File: config.mk
export PLATFORM = sky130hd
export DESIGN_NAME = bst_cmd_interface_flat
export DESIGN_NICKNAME = d
export VERILOG_FILES = /design/src/rtl/bst_cmd_interface_pkg.sv /design/src/rtl/bst_cmd_interface_if.sv /design/src/rtl/bst_cmd_interface.sv /design/src/flat_wrapper.sv
export SDC_FILE = /design/constraint.sdc
export NUM_CORES = 1
export LEC_CHECK = 0
export CAP_MARGIN = 20
export CORE_AREA = 4 4 137 139
export DETAILED_ROUTE_END_ITERATION = 10
export DIE_AREA = 0 0 141 143
export HOLD_SLACK_MARGIN = 0.03
export PLACE_DENSITY = 0.71
export SLEW_MARGIN = 15
export SYNTH_ARGS = -nofsm -noshare
export SYNTH_HDL_FRONTEND = slang
export SYNTH_SLANG_ARGS = --single-unit
File: constraint.sdc
create_clock -name aclk -period 4 [get_ports aclk]
set_input_delay 0.4 -clock aclk [delete_from_list [all_inputs] [get_ports aclk]]
set_output_delay 0.4 -clock aclk [all_outputs]
set_load 0.01 [all_outputs]
File: src/rtl/bst_cmd_interface_pkg.sv
// Shared definitions for the BST command front-end: opcodes, status codes,
// FSM states and the bit offsets of the command/completion beat fields.
package bster_pkg;

  localparam logic [7:0] OP_INSERT = 8'h01;
  localparam logic [7:0] OP_SEARCH = 8'h02;
  localparam logic [7:0] OP_DELETE = 8'h03;

  localparam logic [7:0] STAT_OK          = 8'h00;
  localparam logic [7:0] STAT_ILLEGAL_CMD = 8'h80;

  typedef enum logic [1:0] {
    ST_IDLE,
    ST_ISSUE,
    ST_WAIT_CPL,
    ST_SEND_CPL
  } state_t;

  // Both beats share one layout: [7:0] code, then token, then payload.
  localparam int FLD_CODE_LSB = 0;
  localparam int FLD_TOK_LSB  = 8;

  function automatic int fld_data_lsb(int tw);
    return FLD_TOK_LSB + tw;
  endfunction

  function automatic int fld_total(int tw, int pw);
    return FLD_TOK_LSB + tw + pw;
  endfunction

  function automatic logic op_is_legal(logic [7:0] op);
    return (op == OP_INSERT) || (op == OP_SEARCH) || (op == OP_DELETE);
  endfunction

endpackage

File: src/rtl/bst_cmd_interface_if.sv
// Handshake bundle between the host/engine side and the command front-end.
// slave = the front-end itself, master = whatever drives it.
interface bst_cmd_interface_if #(
  parameter int TOKEN_WIDTH   = 8,
  parameter int PAYLOAD_WIDTH = 32,
  parameter int AXI4S_WIDTH   = 128
);
  logic                     cmd_tvalid;
  logic                     cmd_tready;
  logic [AXI4S_WIDTH-1:0]   cmd_tdata;

  logic                     itf_valid;
  logic                     itf_ready;
  logic [7:0]               itf_cmd;
  logic [TOKEN_WIDTH-1:0]   itf_token;
  logic [PAYLOAD_WIDTH-1:0] itf_data;

  logic                     eng_cpl_valid;
  logic                     eng_cpl_ready;
  logic [7:0]               eng_cpl_status;
  logic [TOKEN_WIDTH-1:0]   eng_cpl_token;
  logic [PAYLOAD_WIDTH-1:0] eng_cpl_data;

  logic                     cpl_tvalid;
  logic                     cpl_tready;
  logic [AXI4S_WIDTH-1:0]   cpl_tdata;

  modport slave (
    input  cmd_tvalid, cmd_tdata, itf_ready,
           eng_cpl_valid, eng_cpl_status, eng_cpl_token, eng_cpl_data,
           cpl_tready,
    output cmd_tready, itf_valid, itf_cmd, itf_token, itf_data,
           eng_cpl_ready, cpl_tvalid, cpl_tdata
  );

  modport master (
    output cmd_tvalid, cmd_tdata, itf_ready,
           eng_cpl_valid, eng_cpl_status, eng_cpl_token, eng_cpl_data,
           cpl_tready,
    input  cmd_tready, itf_valid, itf_cmd, itf_token, itf_data,
           eng_cpl_ready, cpl_tvalid, cpl_tdata
  );
endinterface

File: src/rtl/bst_cmd_interface.sv
// BST command front-end: takes one AXI4-Stream command beat, rejects illegal
// opcodes locally, forwards legal ones to the engine and returns the engine
// completion as one AXI4-Stream beat. One command in flight at a time.
// Every output is a decode of registered state, so no input reaches an
// output combinationally.
module bst_cmd_interface
  import bster_pkg::*;
#(
  parameter int TOKEN_WIDTH   = 8,
  parameter int PAYLOAD_WIDTH = 32,
  parameter int AXI4S_WIDTH   = 128
) (
  input  logic aclk,
  input  logic aresetn,   // active-high synchronous reset despite the name
  bst_cmd_interface_if.slave bus
);

  localparam int DATA_LSB   = fld_data_lsb(TOKEN_WIDTH);
  localparam int FIELD_BITS = fld_total(TOKEN_WIDTH, PAYLOAD_WIDTH);

  if (FIELD_BITS > AXI4S_WIDTH) begin : g_width_check
    $error("bst_cmd_interface: TOKEN_WIDTH+PAYLOAD_WIDTH+8 exceeds AXI4S_WIDTH");
  end

  // Command bits above the packed fields carry nothing for us.
  if (FIELD_BITS < AXI4S_WIDTH) begin : g_hi_unused
    logic w_unused_hi;
    assign w_unused_hi = ^bus.cmd_tdata[AXI4S_WIDTH-1:FIELD_BITS];
  end

  state_t                   r_state;
  state_t                   w_next_state;

  logic [7:0]               r_op;
  logic [TOKEN_WIDTH-1:0]   r_tok;
  logic [PAYLOAD_WIDTH-1:0] r_pay;

  logic [7:0]               r_cpl_st;
  logic [TOKEN_WIDTH-1:0]   r_cpl_tok;
  logic [PAYLOAD_WIDTH-1:0] r_cpl_data;

  logic [7:0]               w_in_op;
  logic [TOKEN_WIDTH-1:0]   w_in_tok;
  logic [PAYLOAD_WIDTH-1:0] w_in_pay;
  logic                     w_cmd_hs;
  logic                     w_eng_hs;

  assign w_in_op  = bus.cmd_tdata[FLD_CODE_LSB +: 8];
  assign w_in_tok = bus.cmd_tdata[FLD_TOK_LSB +: TOKEN_WIDTH];
  assign w_in_pay = bus.cmd_tdata[DATA_LSB +: PAYLOAD_WIDTH];
  assign w_cmd_hs = (r_state == ST_IDLE) && bus.cmd_tvalid;
  assign w_eng_hs = (r_state == ST_WAIT_CPL) && bus.eng_cpl_valid;

  // State register; reset drops any in-flight command or completion.
  always_ff @(posedge aclk) begin
    if (aresetn) r_state <= ST_IDLE;
    else         r_state <= w_next_state;
  end

  // Next-state decode; an illegal opcode skips the engine entirely.
  always_comb begin
    w_next_state = r_state;
    unique case (r_state)
      ST_IDLE:     if (bus.cmd_tvalid)
                     w_next_state = op_is_legal(w_in_op) ? ST_ISSUE : ST_SEND_CPL;
      ST_ISSUE:    if (bus.itf_ready)     w_next_state = ST_WAIT_CPL;
      ST_WAIT_CPL: if (bus.eng_cpl_valid) w_next_state = ST_SEND_CPL;
      ST_SEND_CPL: if (bus.cpl_tready)    w_next_state = ST_IDLE;
      default:                            w_next_state = ST_IDLE;
    endcase
  end

  // Capture command fields on acceptance; these drive the engine request.
  always_ff @(posedge aclk) begin
    if (aresetn) begin
      r_op  <= '0;
      r_tok <= '0;
      r_pay <= '0;
    end else if (w_cmd_hs) begin
      r_op  <= w_in_op;
      r_tok <= w_in_tok;
      r_pay <= w_in_pay;
    end
  end

  // Completion register: local ILLEGAL_CMD on a bad opcode, else engine result.
  always_ff @(posedge aclk) begin
    if (aresetn) begin
      r_cpl_st   <= '0;
      r_cpl_tok  <= '0;
      r_cpl_data <= '0;
    end else if (w_cmd_hs && !op_is_legal(w_in_op)) begin
      r_cpl_st   <= STAT_ILLEGAL_CMD;
      r_cpl_tok  <= w_in_tok;
      r_cpl_data <= '0;
    end else if (w_eng_hs) begin
      r_cpl_st   <= bus.eng_cpl_status;
      r_cpl_tok  <= bus.eng_cpl_token;
      r_cpl_data <= bus.eng_cpl_data;
    end
  end

  // Output decode from registered state only; unused completion bits stay 0.
  always_comb begin
    bus.cmd_tready    = (r_state == ST_IDLE);
    bus.itf_valid     = (r_state == ST_ISSUE);
    bus.eng_cpl_ready = (r_state == ST_WAIT_CPL);
    bus.cpl_tvalid    = (r_state == ST_SEND_CPL);
    bus.itf_cmd       = r_op;
    bus.itf_token     = r_tok;
    bus.itf_data      = r_pay;
    bus.cpl_tdata     = '0;
    bus.cpl_tdata[FLD_CODE_LSB +: 8]         = r_cpl_st;
    bus.cpl_tdata[FLD_TOK_LSB +: TOKEN_WIDTH] = r_cpl_tok;
    bus.cpl_tdata[DATA_LSB +: PAYLOAD_WIDTH]  = r_cpl_data;
  end

endmodule

File: src/flat_wrapper.sv
// flat-port wrapper written by rule: the top's interface ports become plain ports
module bst_cmd_interface_flat import bster_pkg::*;
#(
  parameter int TOKEN_WIDTH   = 8,
  parameter int PAYLOAD_WIDTH = 32,
  parameter int AXI4S_WIDTH   = 128
)
  (aclk, aresetn, bus_cmd_tvalid, bus_cmd_tdata, bus_itf_ready, bus_eng_cpl_valid, bus_eng_cpl_status, bus_eng_cpl_token, bus_eng_cpl_data, bus_cpl_tready, bus_cmd_tready, bus_itf_valid, bus_itf_cmd, bus_itf_token, bus_itf_data, bus_eng_cpl_ready, bus_cpl_tvalid, bus_cpl_tdata);
  bst_cmd_interface_if #(.TOKEN_WIDTH(TOKEN_WIDTH), .PAYLOAD_WIDTH(PAYLOAD_WIDTH), .AXI4S_WIDTH(AXI4S_WIDTH)) bus_i ();
  input  logic aclk;
  input  logic aresetn;
  input wire logic [$bits(bus_i.cmd_tvalid)-1:0] bus_cmd_tvalid;
  input wire logic [$bits(bus_i.cmd_tdata)-1:0] bus_cmd_tdata;
  input wire logic [$bits(bus_i.itf_ready)-1:0] bus_itf_ready;
  input wire logic [$bits(bus_i.eng_cpl_valid)-1:0] bus_eng_cpl_valid;
  input wire logic [$bits(bus_i.eng_cpl_status)-1:0] bus_eng_cpl_status;
  input wire logic [$bits(bus_i.eng_cpl_token)-1:0] bus_eng_cpl_token;
  input wire logic [$bits(bus_i.eng_cpl_data)-1:0] bus_eng_cpl_data;
  input wire logic [$bits(bus_i.cpl_tready)-1:0] bus_cpl_tready;
  output wire logic [$bits(bus_i.cmd_tready)-1:0] bus_cmd_tready;
  output wire logic [$bits(bus_i.itf_valid)-1:0] bus_itf_valid;
  output wire logic [$bits(bus_i.itf_cmd)-1:0] bus_itf_cmd;
  output wire logic [$bits(bus_i.itf_token)-1:0] bus_itf_token;
  output wire logic [$bits(bus_i.itf_data)-1:0] bus_itf_data;
  output wire logic [$bits(bus_i.eng_cpl_ready)-1:0] bus_eng_cpl_ready;
  output wire logic [$bits(bus_i.cpl_tvalid)-1:0] bus_cpl_tvalid;
  output wire logic [$bits(bus_i.cpl_tdata)-1:0] bus_cpl_tdata;
  assign bus_i.cmd_tvalid = bus_cmd_tvalid;
  assign bus_i.cmd_tdata = bus_cmd_tdata;
  assign bus_i.itf_ready = bus_itf_ready;
  assign bus_i.eng_cpl_valid = bus_eng_cpl_valid;
  assign bus_i.eng_cpl_status = bus_eng_cpl_status;
  assign bus_i.eng_cpl_token = bus_eng_cpl_token;
  assign bus_i.eng_cpl_data = bus_eng_cpl_data;
  assign bus_i.cpl_tready = bus_cpl_tready;
  assign bus_cmd_tready = bus_i.cmd_tready;
  assign bus_itf_valid = bus_i.itf_valid;
  assign bus_itf_cmd = bus_i.itf_cmd;
  assign bus_itf_token = bus_i.itf_token;
  assign bus_itf_data = bus_i.itf_data;
  assign bus_eng_cpl_ready = bus_i.eng_cpl_ready;
  assign bus_cpl_tvalid = bus_i.cpl_tvalid;
  assign bus_cpl_tdata = bus_i.cpl_tdata;
  bst_cmd_interface #(.TOKEN_WIDTH(TOKEN_WIDTH), .PAYLOAD_WIDTH(PAYLOAD_WIDTH), .AXI4S_WIDTH(AXI4S_WIDTH)) u_core (.aclk(aclk), .aresetn(aresetn), .bus(bus_i));
endmodule
==> run_results.csv <==
group,metric,value,unit
drt,drc,0,
drt,vias,3742,
finish,layout.cells.non_filler,919,
global_routing,grtUsageTotal,11.92,%
clock_network,cts_tree,"built",
clock_network,post_cts_buffers,0,
clock_network,path_clk_slew,0.08,ns
critical_path,criticalPathCategory,"flop to primary output",
synth,synth_compound_area_share,8.810,%
synth,synth_seq_cells,98,
finish,layout_common_cells,"clkdlybuf4s50_1 (200), nand2_1 (104), dfxtp_1 (98), conb_1 (80), a21oi_1 (48)",
placed_design,dpl_worst_slack,1.229,ns
finish,n_antenna_cell,0,
floorplan,die_x,141,um
critical_path,path_buf_inv,2,
clock_network,htree_levels,3,
critical_path,cpPeakStageDelay,0.67,ns
synth,synth-xor-area-share,0,%
clock_network,cts_hold_buf,0,
pwr,pwr_density_cell,484.7,nW/um^2
finish,fin_nets,872,
placed_design,place_hpwl,9031,um
global_routing,antenna_found_initial,0,
floorplan,fp.dieH,143,um
critical_path,crit_chain,"inv_1, ha_1, clkdlybuf4s50_1",
drt,wl,12320,um
critical_path,cp.required,3.60,ns
global_routing,grt_pass1_wl,19090,um
critical_path,start_kind,"flop",
sta,relSlewSlack,36.29,%
global_routing,overflow,0,
clock_network,root_buffer,"clkbuf_16",
synth,syn_area,4488,um^2
synth,seq_area_frac_synth,43.71,%
drt,wl_met2,5796,um
synth,synth-simple-area-share,18.20,%
synth,synth_fa_ha_area_share,1.394,%
synth,ys_types,26,
finish,final_util,37.80,%
sta,tns,0,ns
sta,layout_min_cycle_time,2.481,ns
critical_path,cp_slowest_cell,"clkdlybuf4s50_1",
clock_network,cts_buffers,9,
drt,top_layer,"met4",
placed_design,port_buffers,201,
outcome,outcome,"finished clean",
drt,m1WireLength,5041,um
pwr,leakage,2.792,nW
floorplan,die-area,20160,um^2
job,drv_cap,0,
synth,synth_mux_area_share,10.73,%
drt,routedWlPerCell,13.40,um
sta,setup_violations,0,
critical_path,critPathTopFamily,"buffers and inverters",
critical_path,critPathArrivalTime,2.08,ns
finish,area_delta_synth_final,48.73,%
finish,stdcell_area,6675,um^2
drt,ant_nets,0,
pwr,peakVddDrop,0.2004,mV
sta,final_max_slew_viol_count,0,
drt,first_pass_iters,4,
clock_network,cts.sink_count,98,
finish,fillers,1797,
clock_network,cts_buffer_depth,2,
synth,synth_area_leader_cell,"dfxtp_1",
sta,hold_ws,0.4410,ns
drt,met3_length,1263,um
finish,layout_commonest_cell,"clkdlybuf4s50_1",
global_routing,grt_max_degree,64,
sta,fmaxAchievable,403.0,MHz
finish,drive_gt1_share,6.667,%
sta,final.setup.worst_slack,1.519,ns
floorplan,rows,49,
drt,viasPerCell,4.072,
placed_design,place_inst,903,
worst_hold_path,hold_path_class,"primary input to flop",
drt,drt_iter0_markers,111,
sta,tightest_slew,0.9523,ns
pwr,finalPower,3.235,mW
global_routing,grt_pass1_vias,3678,
synth,synth_area_per_cell,8.905,um^2
synth,synth_top_family_by_area,"simple AND/OR/NAND/NOR gates",
sta,grt_setup_unrepaired,"false",
floorplan,ios,362,
critical_path,setup.worst_path.end_class,"primary output",
sta,final-hold-violation-count,0,
critical_path,worst-path-max-fanout,20,
synth,synth.area.top_cells,"dfxtp_1 (44%), buf_4 (14%), mux2i_1 (10%)",
synth,yosys_warnings,0,
critical_path,r2r_slack,1.67,ns
sta,post-route-period-util,62.03,%
floorplan,core,17660,um^2
floorplan,start_util,25.42,%
clock_network,post_cts_resized,0,
placed_design,gp_congestion,0.7308,
synth,syn_inst,504,
placed_design,dpl_cell_area,6364,um^2
synth,yosysTopAreaCellShare,43.71,%
sta,skew,0.009315,ns
clock_network,clk_latency,0.35,ns
## Yosys cell counts, drive strengths merged
| library cell | n |
|---|---|
| a21boi | 8 |
| a21oi | 48 |
| and2 | 1 |
| and3 | 8 |
| buf | 87 |
| clkbuf | 27 |
| conb | 1 |
| dfxtp | 98 |
| ha | 5 |
| inv | 3 |
| mux2 | 1 |
| mux2i | 47 |
| nand2 | 106 |
| nor2 | 3 |
| nor2b | 5 |
| nor3 | 39 |
| nor4bb | 1 |
| o21a | 1 |
| o21ai | 8 |
| o311a | 1 |
| o41a | 1 |
| o41ai | 3 |
| or4 | 2 |
## worst register-to-register path: stages, from the launching register on
cell and delay (ns):
dfxtp_1 0.33, inv_1 0.13, ha_1 0.61, nand2_2 0.39, buf_4 0.42, mux2i_1 0.26
nor3_2 0.05
## layer usage
layer	up-vias	global-route usage, %
met2	171	19.61
met4	0	4.793
li1	1873	-
met3	13	5.057
met5	-	0
met1	1685	13.74
## power by group
part / leakage [nW] / internal [mW] / switching (mW)
logic: 1.84 / 0.546 / 0.586
clock network: 0.155 / 0.511 / 0.396
registers: 0.799 / 1.12 / 0.0722
## worst paths after layout
path,startpoint,end,cells past startpoint
min reg2reg,u_core.bus.itf_data[31],u_core.bus.itf_data[31],2
max reg2reg,u_core.r_state[0],u_core.r_cpl_data[22],6
max,u_core.r_state[0],bus_eng_cpl_ready,3
min,aresetn,u_core.bus.itf_cmd[1],2
## area by class of cell
type / instances / area [um^2] / area share [%]
clock buffer: 10 / 239.0 / 3.580
sequential: 98 / 1962 / 29.39
tap: 229 / 286.5 / 4.292
inverter: 3 / 11.26 / 0.1687
multi-input combinational: 368 / 2064 / 30.93
timing repair buffer: 205 / 2039 / 30.55
clock inverter: 6 / 72.57 / 1.087
## registers in the layout, summed over array words and instances (netlist names)
| name | count |
|---|---|
| u_core.bus.itf_data | 32 |
| u_core.r_cpl_tok | 8 |
| u_core.r_cpl_data | 32 |
| u_core.bus.itf_token | 8 |
| u_core.bus.itf_cmd | 8 |
| u_core.r_state | 2 |
| u_core.r_cpl_st | 8 |
## kinds of logic (layout without fill, tap and decap cells)
logic type	Yosys count	after routing
AOI/OAI and AO/OA	70	70
DFF	98	98
buffers and inverters	117	224
adders and majority gates	5	5
and+or+nand+nor	165	165
muxes	48	48
other	1	80
No activity file was read; power rests on OpenSTA's default activity.
